[src/rtl/rega_pkg.sv]
// Shared types and constants for the watering-cycle sequencer.
// Optional build macro: REGA_SENSOR_EN (soil-moisture input, see rega_timer_ctrl).
package rega_pkg;

    // Sequencer states
    typedef enum logic [1:0] {
        ST_IDLE,
        ST_RUN,
        ST_PAUSE,
        ST_DONE
    } state_t;

    // One BCD decade
    typedef logic [3:0] bcd_t;

    localparam bcd_t BCD_MAX = 4'd9;

    // True when the digit is a legal BCD value
    function automatic logic is_bcd(input bcd_t d);
        return d <= BCD_MAX;
    endfunction

endpackage

[src/rtl/rega_timer_ctrl_bcd_down_digit.sv]
// One BCD decade down-counter: synchronous clear, load, enabled decrement
// with 0 -> 9 wrap. borrow_out is high while the digit sits at 0, i.e. the
// next enabled decrement will wrap and must borrow from the next decade.
module bcd_down_digit
    import rega_pkg::*;
(
    input  logic       Clk,
    input  logic       Rst,
    input  logic       clr,
    input  logic       load,
    input  logic       en,
    input  logic [3:0] load_val,
    output logic [3:0] q,
    output logic       borrow_out
);

    // Digit register: clear has priority over load, load over decrement
    always_ff @(posedge Clk) begin
        // NOTE: sequential state uses non-blocking assignments so every register samples pre-edge values.
        if (Rst || clr) begin
            q <= '0;
        end else if (load) begin
            q <= load_val;
        end else if (en) begin
            q <= (q == '0) ? BCD_MAX : q - 4'd1;
        end
    end

    assign borrow_out = (q == '0);

endmodule

[src/rtl/rega_timer_ctrl.sv]
// Watering-cycle sequencer: loads a two-digit BCD duration, counts it down
// one step every TICK_DIV clocks while the valve is open, supports
// pause/resume/abort and pulses Done on completion.
// Optional build macro: REGA_SENSOR_EN adds the Umido (soil wet) input,
// which ends an active cycle immediately and blocks new starts.
// TICK_DIV must be >= 2 and fit in PRE_W bits.
module rega_timer_ctrl
    import rega_pkg::*;
#(
    parameter int TICK_DIV = 4,
    parameter int PRE_W    = 8
) (
    input  logic       Clk,
    input  logic       Rst,
    input  logic       Start,
    input  logic       Stop,
    input  logic [3:0] Preset_Dez,
    input  logic [3:0] Preset_Uni,
`ifdef REGA_SENSOR_EN
    input  logic       Umido,
`endif
    output logic [3:0] Q_dez,
    output logic [3:0] Q_uni,
    output logic       Valve,
    output logic       Busy,
    output logic       Done
);

    localparam logic [PRE_W-1:0] PRE_LAST = PRE_W'(TICK_DIV - 1);

    state_t           state;
    logic [PRE_W-1:0] pre;

    logic wet;
    logic preset_zero;
    logic start_req;
    logic load_go;
    logic step_go;
    logic last_step;
    logic force_done;
    logic abort_go;
    logic clr_go;
    logic uni_borrow;
    logic dez_zero;

`ifdef REGA_SENSOR_EN
    assign wet = Umido;
`else
    assign wet = 1'b0;
`endif

    // Decode the cycle's control decisions shared by the FSM and the digits
    always_comb begin
        // NOTE: every combinational output gets a default first so no latch can be inferred.
        preset_zero = 1'b0;
        start_req   = 1'b0;
        load_go     = 1'b0;
        step_go     = 1'b0;
        last_step   = 1'b0;
        force_done  = 1'b0;
        abort_go    = 1'b0;

        preset_zero = (Preset_Dez == '0) && (Preset_Uni == '0);
        // Stop wins over Start; an out-of-range digit or wet soil blocks Start
        start_req   = (state == ST_IDLE) && Start && !Stop && !wet
                      && is_bcd(Preset_Dez) && is_bcd(Preset_Uni);
        load_go     = start_req && !preset_zero;
        force_done  = ((state == ST_RUN) || (state == ST_PAUSE)) && wet;
        abort_go    = (state == ST_PAUSE) && Stop && !wet;
        // Every cycle spent with the valve open advances the timer, including
        // the one that ends at a Stop edge, so pauses never change open time.
        step_go     = (state == ST_RUN) && !wet && (pre == PRE_LAST);
        last_step   = step_go && dez_zero && (Q_uni == 4'd1);
    end

    assign clr_go = force_done || abort_go;

    bcd_down_digit u_uni (
        .Clk        (Clk),
        .Rst        (Rst),
        .clr        (clr_go),
        .load       (load_go),
        .en         (step_go),
        .load_val   (Preset_Uni),
        .q          (Q_uni),
        .borrow_out (uni_borrow)
    );

    bcd_down_digit u_dez (
        .Clk        (Clk),
        .Rst        (Rst),
        .clr        (clr_go),
        .load       (load_go),
        .en         (step_go && uni_borrow),
        .load_val   (Preset_Dez),
        .q          (Q_dez),
        .borrow_out (dez_zero)
    );

    // Sequencer FSM with prescaler and registered Valve/Busy/Done
    always_ff @(posedge Clk) begin
        // NOTE: reset is sampled on the clock edge only; Rst is a plain synchronous input.
        if (Rst) begin
            state <= ST_IDLE;
            pre   <= '0;
            Valve <= 1'b0;
            Busy  <= 1'b0;
            Done  <= 1'b0;
        end else begin
            Done <= 1'b0;
            case (state)
                ST_IDLE: begin
                    if (start_req) begin
                        if (preset_zero) begin
                            state <= ST_DONE;
                            Done  <= 1'b1;
                        end else begin
                            state <= ST_RUN;
                            pre   <= '0;
                            Valve <= 1'b1;
                            Busy  <= 1'b1;
                        end
                    end
                end

                ST_RUN: begin
                    if (force_done) begin
                        state <= ST_DONE;
                        Valve <= 1'b0;
                        Busy  <= 1'b0;
                        Done  <= 1'b1;
                    end else begin
                        pre <= (pre == PRE_LAST) ? '0 : pre + PRE_W'(1);
                        if (last_step) begin
                            state <= ST_DONE;
                            Valve <= 1'b0;
                            Busy  <= 1'b0;
                            Done  <= 1'b1;
                        end else if (Stop) begin
                            state <= ST_PAUSE;
                            Valve <= 1'b0;
                        end
                    end
                end

                ST_PAUSE: begin
                    if (force_done) begin
                        state <= ST_DONE;
                        Busy  <= 1'b0;
                        Done  <= 1'b1;
                    end else if (Stop) begin
                        state <= ST_IDLE;
                        Busy  <= 1'b0;
                    end else if (Start) begin
                        state <= ST_RUN;
                        Valve <= 1'b1;
                    end
                end

                ST_DONE: begin
                    state <= ST_IDLE;
                end

                default: begin
                    state <= ST_IDLE;
                    Valve <= 1'b0;
                    Busy  <= 1'b0;
                end
            endcase
        end
    end

endmodule

[config.mk]
export PLATFORM = sky130hd
export DESIGN_NAME = rega_timer_ctrl
export DESIGN_NICKNAME = d
export VERILOG_FILES = /design/src/rtl/rega_pkg.sv /design/src/rtl/rega_timer_ctrl_bcd_down_digit.sv /design/src/rtl/rega_timer_ctrl.sv
export SDC_FILE = /design/constraint.sdc
export NUM_CORES = 1
export LEC_CHECK = 0
export CAP_MARGIN = 20
export CORE_MARGIN = 1.5
export CORE_UTILIZATION = 40
export DETAILED_ROUTE_END_ITERATION = 10
export PLACE_DENSITY = 0.64
export SYNTH_ARGS = -nofsm -noshare
export SYNTH_HDL_FRONTEND = slang
export SYNTH_SLANG_ARGS = --single-unit
[constraint.sdc]
create_clock -name Clk -period 2.37 [get_ports Clk]
set_input_delay 0.474 -clock Clk [delete_from_list [all_inputs] [get_ports Clk]]
set_output_delay 0.474 -clock Clk [all_outputs]
set_load 0.005 [all_outputs]
## After elaboration in Yosys (flattened, before gate mapping)

Index checks and enable logic that the tools add are counted.

| word-level totals | value |
|---|---|
| register bits | 21 |
| bits of input ports | 12 |
| output and inout port bits | 11 |
| logic and storage cells | 82 |

| cells by class | value |
|---|---|
| add/sub/neg operators | 3 |
| order comparisons | 2 |
| equal/unequal tests | 13 |
| muxes and demuxes | 30 |
| reduce and logical (&&, ||, !) cells | 27 |

Operator list:

| cell | count |
|---|---|
| $mux W4 | 6 |
| $mux W8 | 3 |
| $logic_not A4 Y1 | 4 |
| $pmux W8 S2 | 1 |
| $mux W2 | 6 |
| $ne A2 B2 Y1 const B | 6 |
| $logic_and A1 B1 Y1 | 11 |
| $mux W1 | 10 |
| $add A8 B1 Y8 const B | 1 |
| $eq A8 B2 Y1 const B | 1 |
| $le A4 B4 Y1 const B | 2 |
| $pmux W2 S4 | 1 |
| $sub A4 B1 Y4 const B | 2 |
| $ne A3 B3 Y1 const B | 2 |
| $pmux W1 S3 | 2 |
| $reduce_and A3 Y1 | 2 |
| $reduce_and A6 Y1 | 1 |
| $reduce_bool A2 Y1 | 3 |
| $reduce_and A5 Y1 | 1 |
| $eq A2 B2 Y1 const B | 2 |
| $eq A4 B1 Y1 const B | 1 |
| $reduce_bool A3 Y1 | 1 |
| $eq A2 B1 Y1 const B | 1 |
| $logic_not A1 Y1 | 2 |
| other kinds (3) | 3 |

## Depth between registers and ports, before layout

Gate-level depths: netlist (run 1).

| logic depth | value |
|---|---|
| word-level depth | 7 |
| depth in mapped cells | 8 |
| gate-level depth less buffers | 7 |

## Hierarchy

Synthesis (run 1) repeated with hierarchy kept, for this count alone.

| unflattened totals | value |
|---|---|
| cell total of the unflattened synthesis | 163 |
| area total of the unflattened synthesis | 1,421.4 µm² |

By module, submodules not included:

| module | instances | cells each | area an instance (µm²) | sequential area each (µm²) |
|---|---|---|---|---|
| rega_timer_ctrl | 1 | 113 | 965.9 | 260.2 |
| bcd_down_digit | 2 | 25 | 227.7 | 80.1 |

## Least setup slack after synthesis (run 1)

No wires, ideal clock.

| timing path | value |
|---|---|
| kind | register to register |
| from | register state[1] |
| to | register state[1] |
| library setup time | 87 ps |
| arrival time | 2,323 ps |
| data required time | 2,283 ps |
| setup slack | -40 ps |
| stages on the path, launching flop included | 8 |
| buffers on the path | 0 |
| clock period less this slack | 2,410 ps |
| cells stage by stage | dfxtp_1 > inv_1 > ha_1 > or4bb_1 > or4_4 > nor3b_1 > or4_1 > o31ai_1 |

| between the ends | value |
|---|---|
| word-level cells in the longest chain between the ends | 7 |
| elaborated cells between the ends (all ways) | 17 |
| those cells by class | eq/ne (6); mux (2); reduce/logical (9) |

RTL lines:

| what | line | source |
|---|---|---|
| from (decl) | rega_timer_ctrl.sv:31 | `state_t state;` |
| from (signal assigned) | rega_timer_ctrl.sv:104 | `state <= ST_IDLE;` |
| from (signal assigned) | rega_timer_ctrl.sv:115 | `state <= ST_DONE;` |
| from (signal assigned) | rega_timer_ctrl.sv:118 | `state <= ST_RUN;` |
| $logic_not A2 Y1 | rega_timer_ctrl.sv:65, rega_timer_ctrl.sv:111 |  |
| $logic_and A1 B1 Y1 (2 in series) | rega_timer_ctrl.sv:65 | `start_req = (state == ST_IDLE) && Start && !Stop && !wet` |
| $logic_and A1 B1 Y1 (2 in series) | rega_timer_ctrl.sv:66 | `&& is_bcd(Preset_Dez) && is_bcd(Preset_Uni);` |
| $ne A2 B2 Y1 (no line) | -- |  |
| $reduce_and A3 Y1 (no line) | -- |  |

Several ways; a longest one is shown, not always the timed one.
A chain may end at the register's enable or synchronous reset.

## Final worst setup path (run 1)

| timing path | value |
|---|---|
| from | register pre[0] |
| to | register state[1] |

| between the ends | value |
|---|---|
| word-level cells in the longest chain between the ends | 6 |
| elaborated cells between the ends (all ways) | 8 |
| those cells by class | eq/ne (2); mux (2); reduce/logical (4) |

RTL lines:

| what | line | source |
|---|---|---|
| from (decl) | rega_timer_ctrl.sv:32 | `logic [PRE_W-1:0] pre;` |
| from (signal assigned) | rega_timer_ctrl.sv:133 | `pre <= (pre == PRE_LAST) ? '0 : pre + PRE_W'(1);` |
| $eq A8 B2 Y1 (*) | rega_timer_ctrl.sv:72 | `step_go = (state == ST_RUN) && !wet && (pre == PRE_LAST);` |
| $logic_and A1 B1 Y1 (*) | rega_timer_ctrl.sv:72 |  |
| $logic_and A1 B1 Y1 (*) (2 in series) | rega_timer_ctrl.sv:73 | `last_step = step_go && dez_zero && (Q_uni == 4'd1);` |
| $mux W2 or $ne A3 B3 Y1 (tied branches) | -- |  |
| $pmux W2 S4 or $reduce_and A3 Y1 (tied branches) | -- |  |
| to (signal assigned) | rega_timer_ctrl.sv:115 |  |
| to (signal assigned) | rega_timer_ctrl.sv:135 | `state <= ST_DONE;` |
| to (signal assigned) | rega_timer_ctrl.sv:140 | `state <= ST_PAUSE;` |

Every way passes the cells marked *; elsewhere a longest branch is shown, timed or not.

==> qor.txt, run 1 <==
Largest net degree at the start of global routing: 14
Post-Synthesis Cells: 154
GRT overflow: 0
Ports: 23
Leading cell type in the layout, fill and taps excluded: nor2_1
DR vias/cell: 5.54
Setup violations, final: 0
ANT nets after route: 0
Area occupied by multi-input gates: 848 sq um
Total Routed Length: 3180 microns
CTS Buf Count: 3
Placer Congestion: 0.789
R2R setup slack: 30 ps
Slew margin rel.: 0.734
Cell taking the most area after synthesis: dfxtp_1
Comb power frac: 0.405
Die area: 3460 sq um
Async set-reset flop share out of synthesis: 0
Share of layout cells above drive strength 1: 0.235
Buffers added on ports: 22
Crit path from: pre[0]$_SDFFE_PP0P_
Power Dens Cells: 570 nW/um^2
Mapped Area: 1250 sq um
Final Hold Vio Count: 0
Max FO, Critical Path: 5
Detailed Routing Iterations Pass 1: 4
Sequential fraction of the synthesis area: 0.337
Clk_skew: 3.12 ps
RR Startpoint: pre[0]$_SDFFE_PP0P_
Fmax: 428 MHz
Leak: 0.689 nW
Worst-path clk slew: 130 ps
Fin crit period: 2340 ps
1st-iter DRT viols: 43
Reg power frac: 0.414
CP Launch Type: flip-flop
Mux contribution to synthesized area: 0.0492
Fin. max-slew vios: 0
Simple-Gate Fraction of Synth Area: 0.272
WL/cell: 13.6 microns
Final Cycle Share: 0.987
FF/Latch Area: 424 sq um
Synth top area share: 0.337
Sinks on Clock Net: 21
Slew @ Worst Pin: 398 ps
WS Path Type: flip-flop to flip-flop
Avg Synthesized Cell Area: 8.09 sq um
Delay-heaviest family, CP: simple AND/OR/NAND/NOR gates
Clock tree buffer depth: 2
#FFs+latches synth: 21
Worst-Skew Late Latency: 310 ps
Ys flop type: dfxtp_1
Layout Nets: 219
Dpl ws: -121 ps
Row cnt: 20
Combinational family with the most area after synthesis: simple AND/OR/NAND/NOR gates
GRT Overall Usage: 0.194
Area Growth Syn to Fin: 42.5%
Top post-synthesis cells by area: dfxtp_1 34%, nor2_1 7.5%, ha_1 6.0%
Max incr delay on CP: 530 ps
Die Ht: 58.8 microns
Required @ worst endpoint: 2600 ps
Compound-gate portion of the synthesized area: 0.206
Max cap viols: 0
Pint: 0.000670 W
Core area: 3000 sq um
Initial Util: 0.415
Post-Syn Nets: 172
Fill count: 275
Worst setup margin: 31.7 ps
Worst VDD drop: 0.289 mV
HPWL Detailed: 2480 microns
CP most frequent cell: or4_4
Via Count: 1290
Total negative setup slack: 0 ps
Crit path capture: state[1]$_SDFFE_PP0P_
Initial antenna violation count: 0
CP endpoint kind: flip-flop
Status: finished clean
Post-synth EDFFs: 0
End of the worst register-to-register path: state[1]$_SDFFE_PP0P_
Most frequent cells in the layout: 25 x nor2_1, 24 x buf_4, 22 x clkdlybuf4s50_1, 18 x dfxtp_1, 10 x a21oi_1
Number of remaining DRC errors: 0
CP cell instances: ha_4, or4bb_4, or4_4, nor3b_4, or4_4, o31ai_2
Worst EP arrival: 2570 ps
Slowest CP cell: or4bb_4
Sw frac: 0.338
Chip Width: 58.8 microns
Hold Path Class: flip-flop to flip-flop
Syn. warnings: 0
Root buffer cell: clkbuf_4
Cells after DPL: 227
# H-tree levels: 1
R2R depth: 6
Global-route wire length before repair: 5210 microns
Net switching power: 0.000342 W
Layout Cells excl Fill: 233
Vias in the first global route: 1161
WP depth: 6
Post-Synth Adder-Cell Area: 0.0602
Synth Area in XOR/XNOR: 0.0351
N_diodes: 0
Clk pwr share: 0.181
Worst Path Buf+Inv: 0
CTS tree: yes
RSZ-0062 raised after global routing: yes
Yosys cell types: 37
-- how the worst min path moves through the flow --
| stage | startpoint | end | slack [ps] | cells past startpoint |
|---|---|---|---|---|
| finish | pre[7]$_SDFFE_PP0P_ | pre[7]$_SDFFE_PP0P_ | 510 | 2 |
| global route | pre[5]$_SDFFE_PP0P_ | pre[5]$_SDFFE_PP0P_ | 550 | 2 |
| CTS | pre[7]$_SDFFE_PP0P_ | pre[7]$_SDFFE_PP0P_ | 510 | 2 |
| detailed placement | pre[7]$_SDFFE_PP0P_ | pre[7]$_SDFFE_PP0P_ | 490 | 2 |
| global placement | pre[7]$_SDFFE_PP0P_ | pre[7]$_SDFFE_PP0P_ | 480 | 2 |
| floorplan | pre[7]$_SDFFE_PP0P_ | pre[7]$_SDFFE_PP0P_ | 460 | 2 |
-- flip-flops by register name (all words and copies together) (netlist names) --
| name | cells |
|---|---|
| pre | 8 |
| state | 2 |
| u_dez.q | 4 |
| Busy | 1 |
| u_uni.q | 4 |
| Done | 1 |
| Valve | 1 |
-- Yosys cell counts, types with 4 or more instances --
cell	count
a211oi_1	9
a21oi_1	10
dfxtp_1	21
ha_1	6
inv_1	9
mux2i_1	5
nand2_1	9
nor2_1	25
nor4_1	5
o21ai_0	7
or4_1	4
xor2_1	5
-- per-stage QoR --
stage	utilization	area, sq um	hold slack (ps)	power [W]
floorplan	-	1260	459	0.000636
global placement	0.556	1670	482	0.000793
detailed placement	0.556	1670	490	0.000799
CTS	0.570	1710	508	0.000989
global route	0.591	1780	551	0.00108
finish	0.591	1780	510	0.00101
-- power groups by stage --
| stage | clock network, W | registers, W | logic, W |
|---|---|---|---|
| 2_1_floorplan | 0 | 0.000428 | 0.000208 |
| 3_3_place_gp | 0 | 0.000422 | 0.000371 |
| 3_5_place_dp | 0 | 0.000424 | 0.000376 |
| 4_1_cts | 0.000192 | 0.000416 | 0.000381 |
| 5_1_grt | 0.000201 | 0.000424 | 0.000452 |
| 6_report | 0.000183 | 0.000420 | 0.000410 |
-- metal layers --
layer | vias up | track usage | share of wire
li1 | 656 | - | -
met1 | 600 | 0.265 | 0.47
met2 | 34 | 0.308 | 0.48
met3 | 0 | 0.0308 | 0.058
met4 | 0 | 0.0747 | 0
met5 | - | 0 | 0
-- what timing repair did --
action / CTS / global route
setup buffers: 0 / 2
setup endpoints to repair: 4 / 4
resized for setup: 5 / 10
hold buffers: 0 / 0
pin swaps: 1 / 1
-- area by class of cell --
type                            count  share of cell area
Clock buffer                        3              0.0127
Clock inverter                      1             0.00282
Timing Repair Buffer               46               0.226
Tap cell                           33              0.0233
Multi-Input combinational cell    120               0.478
Sequential cell                    21               0.239
Inverter                            9              0.0190
-- worst min-delay path, cell delays in order, from the launching register on --
cell	delay, ps
dfxtp_1	340
o21ai_0	80
a21oi_1	60
-- kinds of logic (layout without fill, tap and decap cells) --
family                   Yosys count  count (layout)
multiplexers                       6               6
AO/OA/AOI/OAI                     39              39
XOR/XNOR                           5               5
adder cells (fa/ha/maj)            6               6
AND/OR/NAND/NOR                   64              64
flip-flops                        21              21
buffers and inverters             13              59
Power figures use the tool's default switching activity.
==> inputs of run 2 (changes only) <==
--- a/config.mk
+++ b/config.mk
@@ -6,6 +6,7 @@
 export NUM_CORES = 1
 export LEC_CHECK = 0
 export CAP_MARGIN = 20
+export CORE_ASPECT_RATIO = 0.5
 export CORE_MARGIN = 1.5
 export CORE_UTILIZATION = 40
 export DETAILED_ROUTE_END_ITERATION = 10
==> qor.txt, run 2 (synthesis results as in run 1) <==
DR vias/cell: 5.20 (was 5.54)
Biggest register: pre (unchanged)
Power Dens Cells: 591 nW/um^2 (was 570 nW/um^2)
Required @ worst endpoint: 2550 ps (was 2600 ps)
End of the worst register-to-register path: state[1]$_SDFFE_PP0P_ (unchanged)
RR Startpoint: pre[0]$_SDFFE_PP0P_ (unchanged)
Sinks on Clock Net: 21 (unchanged)
Hold Startpoint: pre[7]$_SDFFE_PP0P_ (unchanged)
Via Count: 1259 (was 1290)
R2R setup slack: -1 ps (was 30 ps)
GRT overflow: 0 (unchanged)
Fill count: 288 (was 275)
Clk_skew: 7.74 ps (was 3.12 ps)
Pint: 0.000724 W (was 0.000670 W)
Ports: 23 (unchanged)
Share of layout cells above drive strength 1: 0.233 (was 0.235)
Total negative setup slack: -1.21 ps (was 0 ps)
Vias in the first global route: 1145 (was 1161)
CTS Hold Bufs: 0 (unchanged)
Slew @ Worst Pin: 368 ps (was 398 ps)
Die area: 3480 sq um (was 3460 sq um)
Final Cycle Share: 1.00 (was 0.987)
Violated checks: setup timing
Area Growth Syn to Fin: 45.0% (was 42.5%)
Final core occ: 0.607 (was 0.591)
Setup violations, final: 1 (was 0)
Core area: 2980 sq um (was 3000 sq um)
Clk pwr share: 0.225 (was 0.181)
Root buffer cell: clkbuf_8 (was clkbuf_4)
Reg power frac: 0.393 (was 0.414)
Status: finished, violations left (was finished clean)
Worst VDD drop: 0.279 mV (was 0.289 mV)
Hold Path Class: flip-flop to flip-flop (unchanged)
Placement Cell Area: 1700 sq um (was 1670 sq um)
Global-route wire length before repair: 5470 microns (was 5210 microns)
Biggest regs: pre x8, u_dez.q x4, u_uni.q x4 (unchanged)
Largest net degree at the start of global routing: 17 (was 14)
Placer Congestion: 0.793 (was 0.789)
Worst EP arrival: 2550 ps (was 2570 ps)
Comb power frac: 0.382 (was 0.405)
Buffers added on ports: 22 (unchanged)
HPWL Detailed: 2530 microns (was 2480 microns)
Detailed Routing Iterations Pass 1: 4 (unchanged)
CTS tree: yes (unchanged)
GRT Overall Usage: 0.209 (was 0.194)
Max FFs per register: 8 (unchanged)
Worst setup margin: -1.21 ps (was 31.7 ps)
CP endpoint kind: flip-flop (unchanged)
Fin crit period: 2370 ps (was 2340 ps)
Net switching power: 0.000343 W (was 0.000342 W)
Initial Util: 0.418 (was 0.415)
Hold EP: pre[7]$_SDFFE_PP0P_ (unchanged)
Worst-Skew Late Latency: 260 ps (was 310 ps)
Max cap viols: 0 (unchanged)
Max FO, Critical Path: 3 (was 5)
Layout Nets: 221 (was 219)
WL/cell: 13.8 microns (was 13.6 microns)
1st-iter DRT viols: 105 (was 43)
Sw frac: 0.322 (was 0.338)
Final Hold Vio Count: 0 (unchanged)
Total Routed Length: 3350 microns (was 3180 microns)
Worst Hold Depth: 2 (unchanged)
Row cnt: 14 (was 20)
Design area: 1810 sq um (was 1780 sq um)
Slew margin rel.: 0.752 (was 0.734)
CP Launch Type: flip-flop (unchanged)
Initial antenna violation count: 0 (unchanged)
CTS Buf Count: 3 (unchanged)
Chip Width: 81.9 microns (was 58.8 microns)
Clock tree buffer depth: 2 (unchanged)
Worst-path clk slew: 80 ps (was 130 ps)
WS Path Type: flip-flop to flip-flop (unchanged)
# H-tree levels: 1 (unchanged)
Number of remaining DRC errors: 0 (unchanged)
RSZ-0062 raised after global routing: yes (unchanged)
Die Ht: 42.5 microns (was 58.8 microns)
Leak: 0.704 nW (was 0.689 nW)
Most frequent cells in the layout: 25 x nor2_1, 25 x buf_4, 22 x clkdlybuf4s50_1, 17 x dfxtp_1, 10 x a21oi_1 (was 25 x nor2_1, 24 x buf_4, 22 x clkdlybuf4s50_1, 18 x dfxtp_1, 10 x a21oi_1)
Dpl ws: -9.70 ps (was -121 ps)
N_diodes: 0 (unchanged)
R2R depth: 6 (unchanged)
Fin. max-slew vios: 0 (unchanged)
ANT nets after route: 0 (unchanged)
Fmax: 422 MHz (was 428 MHz)
[run 2: cell count changes in the layout (fill, tap and decap cells not counted), sizes merged]
cell    before  now
buf         24   26
clkinv       1    0
clkbuf       3    4
[run 2: final cells by class]
class | instances | area, sq um | share of cell area
multi-input cells | 120 | 825 | 0.456
repair buffers | 48 | 428 | 0.237
flip-flops and latches | 21 | 425 | 0.235
well taps | 40 | 50.0 | 0.0277
clock buffers | 4 | 45.0 | 0.0249
inverters | 9 | 33.8 | 0.0187
[run 2: critical path: stages (launching register included)]
cell and delay (ps):
dfxtp_2 360, ha_4 140, or4bb_4 530, or4_4 560
nor3b_4 180, or4_1 460, o31ai_1 70
[run 2: per-stage QoR]
stage                     std cells  power (W)  hold WS (ps)
final                           242    0.00107           501
after global routing            242    0.00114           547
after CTS                       241    0.00106           505
after detailed placement        235   0.000808           493
after global placement          235   0.000809           483
after floorplan                 154   0.000636           459
[run 2: per-layer routing]
layer | vias up | part of all wire | global-route usage
met5 | - | 0 | 0
met4 | 0 | 0.0042 | 0.0305
met3 | 2 | 0.046 | 0.0522
met2 | 26 | 0.43 | 0.305
met1 | 571 | 0.52 | 0.312
li1 | 660 | - | -
[run 2: power groups by stage]
stage	clock (W)	combinational [W]	sequential, W
after floorplan	0	0.000208	0.000428
after global placement	0	0.000387	0.000421
after detailed placement	0	0.000384	0.000423
after CTS	0.000246	0.000397	0.000417
after global routing	0.000262	0.000452	0.000423
final	0.000240	0.000408	0.000420
[run 2: worst max-delay path by stage]
stage	start	endpoint	slack, ps	depth (start not counted)
floorplan	pre[0]$_SDFFE_PP0P_	state[1]$_SDFFE_PP0P_	10	6
global placement	pre[0]$_SDFFE_PP0P_	state[1]$_SDFFE_PP0P_	30	6
detailed placement	pre[0]$_SDFFE_PP0P_	state[1]$_SDFFE_PP0P_	-10	6
CTS	state[1]$_SDFFE_PP0P_	state[1]$_SDFFE_PP0P_	-30	7
global route	pre[0]$_SDFFE_PP0P_	state[1]$_SDFFE_PP0P_	-60	6
finish	pre[0]$_SDFFE_PP0P_	state[1]$_SDFFE_PP0P_	-1	6
[run 2: repair_timing]
item / CTS / global route
setup endpoints to repair: 1 / 10
resized for setup: 5 / 8
buffers inserted: 2 / 1
pin swaps: 3 / 2
